[config.mk]
export PLATFORM = sky130hd
export DESIGN_NAME = riscv_v_inst_queue
export DESIGN_NICKNAME = d
export VERILOG_FILES = /design/src/rtl/riscv_v_inst_queue.sv
export SDC_FILE = /design/constraint.sdc
export NUM_CORES = 1
export LEC_CHECK = 0
export ABC_AREA = 1
export CAP_MARGIN = 20
export CORE_MARGIN = 3
export CORE_UTILIZATION = 30
export CTS_CLUSTER_DIAMETER = 30
export DETAILED_ROUTE_END_ITERATION = 10
export GPL_TIMING_DRIVEN = 1
export HOLD_SLACK_MARGIN = 0.02
export PLACE_DENSITY_LB_ADDON = 0.25
export SYNTH_ARGS = -nofsm -noshare
export SYNTH_HDL_FRONTEND = slang
export SYNTH_SLANG_ARGS = --single-unit
[constraint.sdc]
create_clock -name clk -period 9.6 [get_ports clk]
set_input_delay 2.88 -clock clk [delete_from_list [all_inputs] [get_ports clk]]
set_output_delay 2.88 -clock clk [all_outputs]
set_load 0.02 [all_outputs]
[src/rtl/riscv_v_inst_queue.sv]
// Vector instruction issue queue: DEPTH-entry FIFO of {instruction, rs1 value} feeding vector
// decode, with a configuration barrier. Optional zero-latency bypass: RISCV_V_INST_QUEUE_BYPASS_EN.
module riscv_v_inst_queue #(
  parameter int DEPTH          = 4,
  parameter int BARRIER_CYCLES = 2,
  parameter int DATA_W         = 32
) (
  input  logic                   clk,
  input  logic                   rst,
  input  logic                   clear_pipe,
  input  logic                   stall,
  input  logic                   in_valid,
  input  logic [31:0]            in_instruction,
  input  logic [DATA_W-1:0]      in_rs1_data,
  output logic                   in_ready,
  output logic [31:0]            instruction_id,
  output logic [DATA_W-1:0]      int_rf_rd_data_id,
  output logic                   valid_id,
  output logic [$clog2(DEPTH):0] count,
  output logic                   barrier_active
);

  localparam int PW = $clog2(DEPTH);
  localparam int CW = PW + 1;
  localparam int BW = (BARRIER_CYCLES < 2) ? 1 : $clog2(BARRIER_CYCLES + 1);

  localparam logic [CW-1:0] DEPTH_C      = CW'(DEPTH);
  localparam logic [BW-1:0] BARRIER_LOAD = BW'(BARRIER_CYCLES);
  localparam logic [BW-1:0] BARRIER_LAST = BW'(1);
  localparam logic [31:0]   NOP_INSTR    = 32'h0000_0013;
  localparam logic [6:0]    OPCODE_OP_V  = 7'b1010111;
  localparam logic [2:0]    FUNCT3_CFG   = 3'b111;

  typedef enum logic {
    ST_ISSUE   = 1'b0,
    ST_BARRIER = 1'b1
  } state_t;

  state_t            state_q, state_d;
  logic [CW-1:0]     count_q, count_d;
  logic [PW-1:0]     rd_ptr_q, rd_ptr_d;
  logic [PW-1:0]     wr_ptr_q, wr_ptr_d;
  logic [BW-1:0]     bar_cnt_q, bar_cnt_d;

  logic [31:0]       instr_mem_q [DEPTH];
  logic [DATA_W-1:0] data_mem_q  [DEPTH];

  logic [31:0]       head_instr;
  logic [DATA_W-1:0] head_data;
  logic [31:0]       issue_instr;
  logic [DATA_W-1:0] issue_data;
  logic              fifo_empty;
  logic              fifo_full;
  logic              fifo_valid;
  logic              bypass_sel;
  logic              pop_fifo;
  logic              take_bypass;
  logic              issue_fire;
  logic              push;
  logic              issue_is_cfg;

  assign head_instr = instr_mem_q[rd_ptr_q];
  assign head_data  = data_mem_q[rd_ptr_q];
  assign fifo_empty = (count_q == '0);
  assign fifo_full  = (count_q == DEPTH_C);
  assign in_ready   = !fifo_full && !clear_pipe && !rst;
  assign fifo_valid = (state_q == ST_ISSUE) && !fifo_empty;

`ifdef RISCV_V_INST_QUEUE_BYPASS_EN
  // An empty, unblocked queue forwards the incoming instruction straight to decode.
  assign bypass_sel  = (state_q == ST_ISSUE) && fifo_empty && in_valid && in_ready;
  assign issue_instr = bypass_sel ? in_instruction : head_instr;
  assign issue_data  = bypass_sel ? in_rs1_data : head_data;
`else
  assign bypass_sel  = 1'b0;
  assign issue_instr = head_instr;
  assign issue_data  = head_data;
`endif

  assign valid_id          = fifo_valid || bypass_sel;
  assign instruction_id    = valid_id ? issue_instr : NOP_INSTR;
  assign int_rf_rd_data_id = valid_id ? issue_data : '0;
  assign barrier_active    = (state_q == ST_BARRIER);
  assign count             = count_q;

  assign pop_fifo     = fifo_valid && !stall;
  assign take_bypass  = bypass_sel && !stall;
  assign issue_fire   = pop_fifo || take_bypass;
  assign push         = in_valid && in_ready && !take_bypass;
  assign issue_is_cfg = (issue_instr[6:0] == OPCODE_OP_V) && (issue_instr[14:12] == FUNCT3_CFG);

  always_comb begin
    state_d   = state_q;
    count_d   = count_q;
    rd_ptr_d  = rd_ptr_q;
    wr_ptr_d  = wr_ptr_q;
    bar_cnt_d = bar_cnt_q;
    if (clear_pipe) begin
      state_d   = ST_ISSUE;
      count_d   = '0;
      rd_ptr_d  = '0;
      wr_ptr_d  = '0;
      bar_cnt_d = '0;
    end else begin
      // Pointers are PW bits wide, so wrap modulo DEPTH comes for free.
      wr_ptr_d = wr_ptr_q + PW'(push);
      rd_ptr_d = rd_ptr_q + PW'(pop_fifo);
      case ({push, pop_fifo})
        2'b10:   count_d = count_q + CW'(1);
        2'b01:   count_d = count_q - CW'(1);
        default: count_d = count_q;
      endcase
      case (state_q)
        ST_ISSUE: begin
          if (issue_fire && issue_is_cfg && (BARRIER_CYCLES > 0)) begin
            state_d   = ST_BARRIER;
            bar_cnt_d = BARRIER_LOAD;
          end
        end
        ST_BARRIER: begin
          // Only cycles in which decode advances count towards the barrier.
          if (!stall) begin
            bar_cnt_d = bar_cnt_q - BW'(1);
            if (bar_cnt_q == BARRIER_LAST) begin
              state_d = ST_ISSUE;
            end
          end
        end
        default: state_d = ST_ISSUE;
      endcase
    end
  end

  always_ff @(posedge clk) begin
    if (rst) begin
      state_q   <= ST_ISSUE;
      count_q   <= '0;
      rd_ptr_q  <= '0;
      wr_ptr_q  <= '0;
      bar_cnt_q <= '0;
    end else begin
      state_q   <= state_d;
      count_q   <= count_d;
      rd_ptr_q  <= rd_ptr_d;
      wr_ptr_q  <= wr_ptr_d;
      bar_cnt_q <= bar_cnt_d;
    end
  end

  always_ff @(posedge clk) begin
    if (push) begin
      instr_mem_q[wr_ptr_q] <= in_instruction;
      data_mem_q[wr_ptr_q]  <= in_rs1_data;
    end
  end

endmodule

---- After elaboration in Yosys (flattened, before gate mapping) ----
Memories as Yosys holds them, arrays and structs flattened. A register that Yosys moved wholly into a read port is not among the register bits.
Index checks and enable logic that the tools add are counted.
operators by class
  add/sub/neg operators ................... 5
  eq/ne operators ......................... 8
  muxes and demuxes ....................... 14
  bitwise logic cells ..................... 1
  reduce and logical (&&, ||, !) cells .... 16
operator list
  operator               count
  $mux W32               2
  $mux W2                4
  $eq A7 B7 Y1 const B   1
  $logic_and A1 B1 Y1    7
  $eq A3 B3 Y1 const B   2
  $pmux W3 S2            1
  $logic_not A1 Y1       5
  $mux W1                5
  $add A2 B1 Y2          2
  $eq A2 B1 Y1 const B   2
  $pmux W2 S2            1
  $add A3 B1 Y3 const B  1
  $logic_not A3 Y1       1
  $sub A3 B1 Y3 const B  1
  $eq A2 B2 Y1 const B   1
  $ne A2 B1 Y1 const B   1
  $ne A2 B2 Y1 const B   1
  $pmux W1 S2            1
  $reduce_and A2 Y1      1
  $reduce_bool A2 Y1     1
  $reduce_or A2 Y1       1
  $sub A2 B1 Y2 const B  1
  $not A1 Y1             1
word-level totals
  flip-flop bits (word level) ............. 10
  bits in writable memories ............... 256
  input port bits ......................... 69
  output and inout port bits .............. 70
  memories ................................ 2
memory list
  name         depth  width  read ports  clocked after Yosys merged registers in  wr ports  line  source
  data_mem_q   4      32     1           1                                        1         46    logic [DATA_W-1:0] data_mem_q [DEPTH];
  instr_mem_q  4      32     1           1                                        1         45    logic [31:0] instr_mem_q [DEPTH];

---- Logic depth before layout (Yosys ltp) ----
Gate-level depths: netlist of run 1.
  depth in word-level cells ............... 7
  mapped depth ............................ 13
  gate-level depth less buffers ........... 13

---- Worst setup path after synthesis of run 1 ----
Ideal clock, no wire load.
  path type ............................... input port to flip-flop
  start point ............................. input clear_pipe
  end point ............................... memory data_mem_q[0][0], enable pin
  setup time .............................. 0.565 ns
  data arrival time ....................... 8.274 ns
  required time ........................... 9.035 ns
  path slack .............................. 0.761 ns
  stages .................................. 5
  path buffers ............................ 0
  path through ............................ nor2_1 -> inv_1 -> a31oi_1 -> nand2_1 -> nor3_1
on the way
  longest elaborated chain between the ends .. 6
RTL lines
  element                            line  source
  start: declaration                 10    input logic clear_pipe,
  $logic_not A1 Y1                   66    assign in_ready = !fifo_full && !clear_pipe && !rst;
  $logic_and A1 B1 Y1 (2 in series)  66
  via in_ready                       15    output logic in_ready,
  $logic_and A1 B1 Y1                89    assign push = in_valid && in_ready && !take_bypass;
  $mux W1                            151   if (push) begin
  $mux W1 (not written as such)      153   data_mem_q[wr_ptr_q] <= in_rs1_data;
  end: declaration                   46
The timed path passes the listed nets, and every way through them passes these cells.

---- Worst setup path in the final report of run 1 ----
  start point ............................. input clear_pipe
  end point ............................... output in_ready
on the way
  longest elaborated chain between the ends .. 3
RTL lines
  element                            line
  $logic_not A1 Y1                   66
  $logic_and A1 B1 Y1 (2 in series)  66
  end: declaration                   15
No other way between the ends.

==> metrics.csv, run 1 <==
metric,value,unit
Post-synth ARST share,0,%
count of final setup violators,0,
Adder-Cell Fraction of Synth Area,0.666,%
cts hold-fix bufs,0,
"commonest non-fill, non-tap cells in the layout","edfxtp_1 (256), nor2_1 (233), clkdlybuf4s50_1 (138)",
number of max-cap violations,0,
htree depth,2,
fmax,134,MHz
largest net degree at the start of global routing,71,
total gr overflow,0,
"EDFF count, synth",256,
Chip Width,193,um
RSZ-0062 raised after global routing,false,
worst-skew pair later-pin latency,0.56,ns
multiplexer area fraction after synthesis,0,%
dpl ws,2.11,ns
outcome,"finished, final reports clean",
Compound-Gate Fraction of Synth Area,8.39,%
post-synthesis instance area,10500,sq um
ys flop type,edfxtp_1,
Gate power share,2.8,%
crit end category,primary output,
worst vdd ir,0.000119,V
first-pass iteration count of the detailed router,4,
Cells after Synth,876,
hpwl dp,13600,um
Final Max Tran Viols,0,
GPL Wtd Cong,0.694,
NetSw,0.667,mW
Final ANT Viol Nets,0,
total track usage,13.5,%
Clock transition at path regs,0.04,ns
synthesis-stage register bit count,266,
Placement Cell Area,12400,sq um
Num CTS Buffers,60,
Internal Pwr Total,2.60,mW
critical path peak fanout,7,
Flop pwr share,39.4,%
CTS resizes,0,
Sw Ratio,20.4,%
number of global-route vias before repair,7098,
setup TNS,0,ns
share of layout cells above drive strength 1,10.2,%
"Hold Vio Cnt, Final",0,
simple-gate share of the synthesized area,12.1,%
detailed-route DRC error count,0,
Synthesis Warnings,0,
Synth Area in XOR/XNOR,0.167,%
area grow syn2layout,36.1,%
CTS tree,built,
Worst Tran Pin Value,0.871,ns
Lkg Pwr,5.04,nW
root buffer cell,clkbuf_16,
largest family of logic cells by synthesized area,simple AND/OR/NAND/NOR gates,
core box area,34000,sq um
final instance area,14300,sq um
die area,37300,sq um
Tmin final,7.47,ns
Via-to-Cell Ratio,4.50,
Worst EP arrival,4.59,ns
total clock sinks,266,
CTS Buffer Depth,3,
clock skew,0.0170,ns
Setup Buffers After CTS,0,
Initial Util,30.9,%
syn_area_per_cell,12.0,sq um
PwrDens,228,nW/um^2
initial antenna violation count,1,
IO Pins,139,
clock power share,57.7,%
setup ws final,2.13,ns
final wirelength,25700,um
max_slew headroom,41.8,%
CP required,6.72,ns
Tcrit/Tclk final,77.8,%
DRT iter0 DRCs,309,
Cell variety after synth,19,
row cnt,67,
register area share after synthesis,75.0,%
DR vias,6930,
syn_nets,950,
"most common cell after layout, fill and taps aside",edfxtp_1,
DR WL/cell,16.7,um
Final nets,1116,
critical path class,in -> out,
HP Class,reg -> reg,
global-route wire length before repair,40100,um
port buffer count,138,
die span in y,193,um
CP Launch Type,input port,
Filler cells,3199,
-- power by group through the flow --
stage / logic, mW / clock network [mW] / registers (mW)
6_report: 0.0928 / 1.89 / 1.29
5_1_grt: 0.102 / 1.99 / 1.29
4_1_cts: 0.0947 / 1.93 / 1.29
3_5_place_dp: 0.0942 / 0 / 1.31
3_3_place_gp: 0.0930 / 0 / 1.31
2_1_floorplan: 0.0326 / 0 / 1.31
-- worst max-delay path, stage by stage --
cell             delay [ns]
clkdlybuf4s50_1        0.40
nor2_1                 0.26
inv_1                  0.20
a31oi_1                0.22
clkdlybuf4s50_1        0.64
-- final cells by class --
class / instances / area [sq um] / area share (%)
Sequential cell: 266 / 7900 / 55.1
Multi-Input combinational cell: 511 / 2260 / 15.8
Clock buffer: 72 / 1550 / 10.8
Timing Repair Buffer: 151 / 1480 / 10.3
Tap cell: 448 / 561 / 3.91
Clock inverter: 38 / 373 / 2.60
Inverter: 52 / 198 / 1.38
Antenna cell: 1 / 2.50 / 0.0175
-- kinds of logic after synthesis --
family | Yosys count
adder cells (fa/ha/maj) | 5
AO/OA/AOI/OAI | 176
flip-flops | 266
buffers and inverters | 99
AND/OR/NAND/NOR | 328
XOR/XNOR | 2
-- cells in the mapped netlist, types with 2 or more instances --
cell | instances | area [sq um]
edfxtp_1 | 256 | 7690
nor2_1 | 233 | 875
o21ai_0 | 111 | 556
a21oi_1 | 64 | 320
nand2_1 | 64 | 240
inv_1 | 51 | 191
nand3_1 | 26 | 130
clkbuf_1 | 24 | 90.1
buf_1 | 14 | 52.6
dfxtp_1 | 10 | 200
buf_2 | 8 | 40.0
ha_1 | 4 | 50.1
nor3_1 | 4 | 20.0
xnor2_1 | 2 | 17.5
-- state kept, by name, summed over array words and instances (netlist names) --
| name | flops |
|---|---|
| wr_ptr_q | 2 |
| rd_ptr_q | 2 |
| barrier_active | 1 |
| data_mem_q | 128 |
| count | 3 |
| bar_cnt_q | 2 |
| instr_mem_q | 128 |
-- metal layers --
layer,vias up,part of all wire (%),global-route usage (%)
li1,3393,-,-
met5,-,0,0
met3,43,4.9,3.34
met1,3340,46,17.2
met4,0,2.0,4.66
met2,154,47,22.6
-- path summary, 6_finish.rpt --
kind,to,depth (start not counted),slack (ns),from
max,in_ready,5,2.13,clear_pipe
min,count[2],2,0.50,count[2]
min reg2reg,count[2],2,0.50,count[2]
max reg2reg,count[1],13,6.49,count[0]
-- metrics by stage --
| stage | hold WS (ns) | utilization [%] | power (mW) | cells |
|---|---|---|---|---|
| floorplan | 0.498 | - | 1.34 | 876 |
| global placement | 0.496 | 36.4 | 1.40 | 1428 |
| detailed placement | 0.496 | 36.4 | 1.40 | 1428 |
| CTS | 0.503 | 42.1 | 3.31 | 1538 |
| global route | 0.540 | 42.1 | 3.38 | 1539 |
| finish | 0.502 | 42.1 | 3.27 | 1539 |
Note: power is estimated with default switching activity, not from simulation.
==> inputs of run 2 (changes only) <==
clock period = 7.3 ns   (was 9.6 ns; I/O delays follow)
==> run 2 against run 1 <==
- register-to-register slack worse by 1.9 ns
- final cell count fell by 0.45%
- hold slack gained 0.0037 ns
- non-clock buffer count fell by 1
- global-route usage is 0.27 points lower
- wire length down 2.7%
- clock power up 35%
- sequential power rose by 32%
- die area is the same
- sequential share of layout area down 0.14 points
- largest power group unchanged
==> metrics.csv, run 2 (synthesis results as in run 1) <==
metric,value,unit,change
GPL Wtd Cong,0.690,,was 0.694
number of max-cap violations,0,,unchanged
RSZ-0062 raised after global routing,false,,unchanged
area grow syn2layout,36.5,%,was 36.1%
row cnt,67,,unchanged
largest net degree at the start of global routing,77,,was 71
CP Launch Type,input port,,unchanged
DR WL/cell,16.3,um,was 16.7 um
port buffer count,138,,unchanged
Placed Cells,1427,,was 1428
Sw Ratio,19.6,%,was 20.4%
Final Max Tran Viols,0,,unchanged
reg2reg end,count[2],,was count[1]
Worst EP arrival,3.89,ns,was 4.59 ns
Non-Filler Instances,1532,,was 1539
root buffer cell,clkbuf_16,,unchanged
Tmin final,6.08,ns,
IO Pins,139,,unchanged
Final ANT Viol Nets,0,,unchanged
Worst Hold End,count[2],,unchanged
NetSw,0.857,mW,was 0.667 mW
Flop pwr share,38.8,%,was 39.4%
cts hold-fix bufs,0,,unchanged
min-delay src,count[2],,unchanged
htree depth,2,,unchanged
total gr overflow,0,,unchanged
die span in y,193,um,unchanged
crit end category,primary output,,unchanged
count of final setup violators,0,,unchanged
"commonest non-fill, non-tap cells in the layout","edfxtp_1 (256), nor2_1 (233), clkdlybuf4s50_1 (138)",,unchanged
footprint of the multi-input gates,2260,sq um,unchanged
initial antenna violation count,1,,unchanged
"most common cell after layout, fill and taps aside",edfxtp_1,,unchanged
setup TNS,0,ns,unchanged
CTS tree,built,,unchanged
CTS resizes,0,,unchanged
Internal Pwr Total,3.51,mW,was 2.60 mW
hpwl dp,13400,um,was 13600 um
fmax,164,MHz,
Gate power share,2.8,%,about the same
worst vdd ir,0.000222,V,was 0.000119 V
DRT iter0 DRCs,275,,was 309
Chip Width,193,um,unchanged
DR vias,6888,,was 6930
total clock sinks,266,,unchanged
max_slew headroom,28.4,%,was 41.8%
Num CTS Buffers,58,,was 60
core box area,34000,sq um,unchanged
PwrDens,304,nW/um^2,was 228 nW/um^2
Lkg Pwr,5.08,nW,was 5.04 nW
"Hold Vio Cnt, Final",0,,unchanged
share of layout cells above drive strength 1,9.96,%,was 10.2%
critical path peak fanout,7,,unchanged
clock power share,58.4,%,was 57.7%
hold path cells,2,,unchanged
ant diodes,0,,was 1
R2R cell count,13,,unchanged
CTS Buffer Depth,3,,unchanged
worst-skew pair later-pin latency,0.56,ns,about the same
Setup Buffers After CTS,0,,unchanged
global-route wire length before repair,39200,um,was 40100 um
Tcrit/Tclk final,83.4,%,
reg2reg setup slack,4.58,ns,was 6.49 ns
Filler cells,3177,,was 3199
Via-to-Cell Ratio,4.50,,about the same
Final nets,1113,,was 1116
final wirelength,25000,um,was 25700 um
final instance area,14400,sq um,was 14300 sq um
Placement Cell Area,12400,sq um,about the same
Register Area,7900,sq um,unchanged
Worst Tran Pin Value,1.07,ns,was 0.871 ns
detailed-route DRC error count,0,,unchanged
clock skew,0.0142,ns,was 0.0170 ns
Clock transition at path regs,0.04,ns,about the same
outcome,"finished, final reports clean",,unchanged
number of global-route vias before repair,7059,,was 7098
first-pass iteration count of the detailed router,5,,was 4
R2R Path Start,count[0],,unchanged
critical path class,in -> out,,unchanged
HP Class,reg -> reg,,unchanged
Initial Util,30.9,%,unchanged
total track usage,13.2,%,was 13.5%
CP required,5.11,ns,was 6.72 ns
die area,37300,sq um,unchanged
-- run 2: cell type report --
| class | instances | area share (%) |
|---|---|---|
| sequential | 266 | 55.0 |
| multi-input combinational | 511 | 15.8 |
| clock buffer | 67 | 10.6 |
| timing repair buffer | 150 | 10.3 |
| tap | 448 | 3.90 |
| clock inverter | 38 | 3.05 |
| inverter | 52 | 1.38 |
-- run 2: critical path, cell delays in order --
cell             delay (ns)
clkdlybuf4s50_1        0.40
nor2_1                 0.25
inv_1                  0.20
a31oi_1                0.22
clkdlybuf4s50_1        0.64
-- run 2: routing by layer --
layer	GRT usage (%)	share of wire [%]	up-vias	wire (um)
met5	0	0.052	-	13
met4	4.37	2.2	2	561
li1	-	-	3391	-
met2	22.5	48	175	12100
met3	3.39	5.3	56	1340
met1	16.5	44	3264	11000
-- run 2: worst max path at each step --
stage | startpoint | end
4_1_cts | clear_pipe | in_ready
3_5_place_dp | clear_pipe | in_ready
3_3_place_gp | clear_pipe | in_ready
6_report | clear_pipe | in_ready
5_1_grt | rst | in_ready
2_1_floorplan | clear_pipe | data_mem_q[0][0]
-- run 2: power groups by stage --
stage / Clock [mW] / Combinational [mW] / Sequential, mW
global route: 2.68 / 0.134 / 1.69
global placement: 0 / 0.122 / 1.72
detailed placement: 0 / 0.124 / 1.72
CTS: 2.60 / 0.124 / 1.69
floorplan: 0 / 0.0429 / 1.72
finish: 2.55 / 0.122 / 1.70
-- run 2: stage by stage --
stage | hold WS, ns | utilization, % | worst slack, ns | total power [mW]
after global routing | 0.527 | 42.2 | 1.09 | 4.51
final | 0.506 | 42.2 | 1.22 | 4.37
after detailed placement | 0.500 | 36.4 | 1.17 | 1.85
after floorplan | 0.498 | - | -0.849 | 1.77
after CTS | 0.512 | 42.2 | 1.17 | 4.42
after global placement | 0.500 | 36.4 | 1.24 | 1.84
==> inputs of run 3 (changes only) <==
clock period = 5.6 ns   (was 7.3 ns; I/O delays follow)
==> run 3 against run 2 <==
- final cell count rose by 0.91%
- final area rose by 2.1%
- utilization rose by 0.89 points
- sequential power rose by 30%
- clock skew fell by 0.0038 ns
- register-to-register slack got worse by 1.8 ns
- combinational power rose by 33%
- critical path depth did not move
- critical path type unchanged
- sequential share of layout area fell by 1.1 points
- wire length fell by 0.46%
- total power rose by 36%
- highest routed layer unchanged
- critical endpoint unchanged
- hold slack improved by 0.0011 ns
==> metrics.csv, run 3 (synthesis results as in run 1) <==
metric,value,unit,change
Final nets,1119,,was 1113
total track usage,13.2,%,about the same
Final ANT Viol Nets,0,,unchanged
outcome,"finished, final reports clean",,unchanged
worst vdd ir,0.000240,V,was 0.000222 V
DR WL/cell,16.1,um,was 16.3 um
root buffer cell,clkbuf_16,,unchanged
share of layout cells above drive strength 1,11.5,%,was 9.96%
DRT iter0 DRCs,285,,was 275
global-route wire length before repair,39500,um,was 39200 um
critical path's largest stage delay,0.63,ns,was 0.64 ns
Tmin final,5.06,ns,
"commonest non-fill, non-tap cells in the layout","edfxtp_1 (256), nor2_1 (233), clkdlybuf4s50_1 (138)",,unchanged
Non-Filler Instances,1546,,was 1532
hold path cells,2,,unchanged
CP required,3.92,ns,was 5.11 ns
Worst EP arrival,3.38,ns,was 3.89 ns
die span in y,193,um,unchanged
reg2reg setup slack,2.77,ns,was 4.58 ns
Num CTS Buffers,61,,was 58
CTS Buffer Depth,3,,unchanged
ant diodes,0,,unchanged
first-pass iteration count of the detailed router,5,,unchanged
critical path's slowest cell,clkdlybuf4s50_1,,unchanged
R2R Path Start,count[1],,was count[0]
HP Class,reg -> reg,,unchanged
fmax,198,MHz,
Initial Util,30.9,%,unchanged
hpwl dp,13000,um,was 13400 um
R2R cell count,13,,unchanged
critical path class,in -> out,,unchanged
PwrDens,407,nW/um^2,was 304 nW/um^2
htree depth,2,,unchanged
cts hold-fix bufs,0,,unchanged
min-delay src,count[2],,unchanged
number of global-route vias before repair,7155,,was 7059
worst-skew pair later-pin latency,0.56,ns,about the same
row cnt,67,,unchanged
port buffer count,138,,unchanged
Via-to-Cell Ratio,4.49,,was 4.50
IO Pins,139,,unchanged
Chip Width,193,um,unchanged
CP Launch Type,input port,,unchanged
final wirelength,24900,um,was 25000 um
number of max-cap violations,0,,unchanged
clock skew,0.0104,ns,was 0.0142 ns
Final Max Tran Viols,0,,unchanged
DR vias,6942,,was 6888
critical path peak fanout,7,,unchanged
Worst Hold End,count[2],,unchanged
Lkg Pwr,5.22,nW,was 5.08 nW
reg2reg end,count[2],,unchanged
die area,37300,sq um,unchanged
CTS tree,built,,unchanged
crit end category,primary output,,unchanged
detailed-route DRC error count,0,,unchanged
"Top cell by count, worst path",clkdlybuf4s50_1,,unchanged
CP Cell Sequence,clkdlybuf4s50_1 -> nor2_1 -> inv_1 -> a31oi_1 -> clkdlybuf4s50_1,,unchanged
max_slew headroom,38.1,%,was 28.4%
Clock transition at path regs,0.05,ns,was 0.04 ns
"most common cell after layout, fill and taps aside",edfxtp_1,,unchanged
GPL Wtd Cong,0.691,,was 0.690
Placed Cells,1428,,was 1427
Tcrit/Tclk final,90.3,%,
RSZ-0062 raised after global routing,false,,unchanged
Setup Buffers After CTS,0,,unchanged
worst hold margin,0.507,ns,was 0.506 ns
count of final setup violators,0,,unchanged
largest net degree at the start of global routing,131,,was 77
CTS resizes,0,,unchanged
area grow syn2layout,39.3,%,was 36.5%
"Hold Vio Cnt, Final",0,,unchanged
Worst Tran Pin Value,0.929,ns,was 1.07 ns
total clock sinks,266,,unchanged
total gr overflow,0,,unchanged
initial antenna violation count,1,,unchanged
core box area,34000,sq um,unchanged
==> run 3: cell count changes in the layout (fill, tap and decap cells not counted), moves of 2 or more <==
cell / delta
buf_4: -3
clkinvlp_4: +3
nor3_2: -4
inv_6: +2
clkbuf_1: -4
clkinv_2: +3
buf_12: +5
bufinv_16: +3
nor3_4: +4
clkinv_4: +3
==> run 3: worst max-delay path by stage <==
stage | startpoint | end | slack, ns | depth (start not counted)
after floorplan | clear_pipe | data_mem_q[2][0] | -0.12 | 5
after global placement | clear_pipe | in_ready | 0.53 | 5
after detailed placement | clear_pipe | in_ready | 0.52 | 5
after CTS | clear_pipe | in_ready | 0.54 | 5
after global routing | rst | in_ready | 0.40 | 5
final | clear_pipe | in_ready | 0.54 | 5
==> run 3: final cells by class <==
class | instances | area, sq um
Inverter | 52 | 198
Fill cell | 3172 | 19400
Clock inverter | 52 | 599
Timing Repair Buffer | 153 | 1580
Tap cell | 448 | 561
Clock buffer | 64 | 1540
Sequential cell | 266 | 7900
Multi-Input combinational cell | 511 | 2290
==> run 3: worst max-delay path: cells and delay by family <==
family | cells | cell delay [ns]
buffers and inverters | 3 | 1.23
AO/OA/AOI/OAI | 1 | 0.21
AND/OR/NAND/NOR | 1 | 0.25
==> run 3: routing by layer <==
layer  vias up  part of all wire [%]  global-route usage (%)
met2       149                    49                    22.4
met3        41                   4.6                    3.72
met4         2                   2.0                    4.05
met5         -                 0.080                       0
li1       3409                     -                       -
met1      3341                    45                    16.4
==> run 3: power breakdown <==
group          leakage [nW]  internal [mW]  total (mW)  switching, mW
clock network          1.03           2.49        3.59           1.10
registers              2.39           2.20        2.21        0.00377
logic                  1.79         0.0752       0.162         0.0865
total                  5.22           4.77        5.96           1.19
==> run 3: stage by stage <==
step / TNS (ns) / worst slack (ns) / area [sq um] / power [mW] / utilization [%]
after floorplan: -31.51 / -0.123 / 10500 / 2.30 / -
after global placement: 0 / 0.535 / 12500 / 2.40 / 36.6
after detailed placement: 0 / 0.523 / 12500 / 2.41 / 36.6
after CTS: 0 / 0.535 / 14600 / 6.04 / 42.9
after global routing: 0 / 0.400 / 14700 / 6.17 / 43.1
final: 0 / 0.543 / 14700 / 5.96 / 43.1
==> patch (flow settings as in run 2) <==
Register the output `count` once more, with the module's reset; this adds one clock of latency there. The other outputs are not delayed to match. Comments in the files are not updated.
--- a/src/rtl/riscv_v_inst_queue.sv
+++ b/src/rtl/riscv_v_inst_queue.sv
@@ -82,5 +82,11 @@
   assign int_rf_rd_data_id = valid_id ? issue_data : '0;
   assign barrier_active    = (state_q == ST_BARRIER);
-  assign count             = count_q;
+  always_ff @(posedge clk) begin
+    if (rst) begin
+      count <= '0;
+    end else begin
+      count <= count_q;
+    end
+  end
 
   assign pop_fifo     = fifo_valid && !stall;
Formal check against the unedited RTL: not equivalent (a bounded check fails within 4 cycles, from zero or initial values and one cycle with rst high).
==> patch against run 2 <==
  * Cell count grew 1.0%
  * Worst hold slack lost 0.025 ns
  * Area after synthesis grew 0.68%
  * Sequential cell count grew 3
  * Setup slack lost 0.084 ns
  * Final area grew 0.17%
  * Total power shrank 1.2%
  * Routed wire length shrank 1.2%
  * Utilization shrank 0.65 points
==> patch: results (changes against run 2) <==
Global routing
  • GRT Overall Usage: 0.131 (-0.00125)
  • Vias in the first global route: 6903 (-2.2%)
  • Largest net degree at the start of global routing: 93 (+21%)
  • First-pass GRT wire length: 38500 um (-1.8%)
  • GRT overflow: 0 (unchanged)
  • Initial antenna violation count: 0 (-1)

Clock tree
  • CTS H-tree depth: 2 (unchanged)
  • Post-cts resize count: 0 (unchanged)
  • Root Buffer: clkbuf_16
  • Worst-case clock buffer depth: 3 (unchanged)
  • Number of buffers created by CTS: 60 (+3.4%)
  • CTS clock-pin slew for the worst setup and hold paths: 0.04 ns (about the same)
  • Post-CTS Setup Inserts: 0 (unchanged)
  • Clk Latency, worst-skew pair: 0.57 ns

Logic synthesis
  • Syn nets: 956 (+0.63%)
  • Top post-synthesis cells by count: edfxtp_1 (256), nor2_1 (236), o21ai_0 (111), a21oi_1 (64), nand2_1 (64)
  • Number of synthesized flops with an enable pin: 256 (unchanged)
  • Sequential share of the synthesized area: 0.750 (about the same)
  • Top cells by area, synth: edfxtp_1 (73%), nor2_1 (8.4%), o21ai_0 (5.2%)
  • Ys Warns: 0 (unchanged)
  • Cell variety after synth: 19 (unchanged)
  • Post-synth ARST share: 0 (unchanged)

Timing
  • Hold_ws: 0.481 ns (-0.0249 ns)
  • Clock Skews: 0.0167 ns (+0.00257 ns)
  • Slew @ Worst Pin: 1.05 ns (-0.0267 ns)

Layout
  • # nets final: 1121 (+0.72%)
  • ANT cells: 0 (unchanged)
  • Share of layout cells above drive strength 1: 0.0942 (-0.00539)
  • Largest registers: data_mem_q (128), instr_mem_q (128)

Pwr
  • Internal: 0.00348 W (-0.78%)
  • Max VDD drop: 0.000194 V (-13%)
  • P_leak: 5.10 nW (+0.39%)

Detailed routing
  • DRT Pass-1 Iters: 6 (+1)
  • Mean number of vias per cell: 4.41 (-1.8%)
  • Wire length per cell: 16.0 um (-2.2%)
  • Initial DRC Count: 318 (+16%)

Placed design
  • GPL Wtd Cong: 0.680 (-1.5%)
  • HPWL after DPL: 13000 um (-2.8%)
  • Port Buffers: 138 (unchanged)
  • Worst slack, placed: 1.13 ns (-0.0416 ns)

Hold path
  • Worst Hold Class: reg2reg

Outcome
  • Outcome: finished clean

Critical path
  • Crit Path Max Fanout: 7 (unchanged)
-- patch: cell types whose count changed after synthesis, sizes merged --
cell / change
dfxtp: +3
nor2: +3
-- patch: layout make-up --
class / count / area (um^2)
Multi-Input combinational cell: 514 / 2280
Clock inverter: 37 / 363
Sequential cell: 269 / 7960
Clock buffer: 71 / 1540
Fill cell: 3226 / 20200
Tap cell: 455 / 569
Inverter: 52 / 198
Timing Repair Buffer: 150 / 1470
-- patch: worst max-delay path, cell delays in order --
cell and delay [ns]:
clkdlybuf4s50_1 0.45, nor2_1 0.26, inv_1 0.22, a31oi_1 0.22, clkdlybuf4s50_1 0.63
-- patch: routing by layer --
layer / wire (um) / GRT usage / up-vias
li1: - / - / 3412
met1: 10900 / 0.162 / 3208
met2: 11900 / 0.218 / 171
met3: 1310 / 0.0334 / 41
met4: 580 / 0.0574 / 0
met5: 0 / 0 / -
-- patch: cell families (layout without fill, tap and decap cells) --
group | after synthesis | after routing | synth area share
simple gates | 331 | 331 | 0.121
flops | 269 | 269 | 0.750
compound gates | 176 | 176 | 0.0833
buf+inv | 99 | 310 | 0.0367
fa+ha+maj | 5 | 5 | 0.00662
xor+xnor | 2 | 2 | 0.00165
-- patch: path summary, 6_finish.rpt --
kind / start / slack, ns / cells after the start / end
worst min register to register: count_q[2]$_SDFFE_PP0P_ / 0.48 / 2 / count[2]$_SDFF_PP0_
worst max register to register: count_q[0]$_SDFFE_PP0P_ / 4.48 / 13 / count_q[2]$_SDFFE_PP0P_
worst max-delay path: rst / 1.13 / 5 / in_ready
worst min-delay path: count_q[2]$_SDFFE_PP0P_ / 0.48 / 2 / count[2]$_SDFF_PP0_
-- patch: per-stage QoR --
step	instances	utilization	setup TNS (ns)	area, um^2	total power (W)
5_1_grt	1548	0.415	0	14400	0.00448
3_5_place_dp	1440	0.360	0	12500	0.00186
3_3_place_gp	1440	0.360	0	12500	0.00186
4_1_cts	1548	0.415	0	14400	0.00438
2_1_floorplan	882	-	-217.28	10600	0.00178
6_report	1548	0.415	0	14400	0.00432
-- patch: power groups by stage --
stage          combinational [W]  sequential (W)  clock [W]
2_1_floorplan          0.0000430         0.00174          0
3_3_place_gp            0.000121         0.00174          0
3_5_place_dp            0.000123         0.00174          0
4_1_cts                 0.000124         0.00171    0.00254
5_1_grt                 0.000133         0.00171    0.00263
6_report                0.000121         0.00171    0.00248
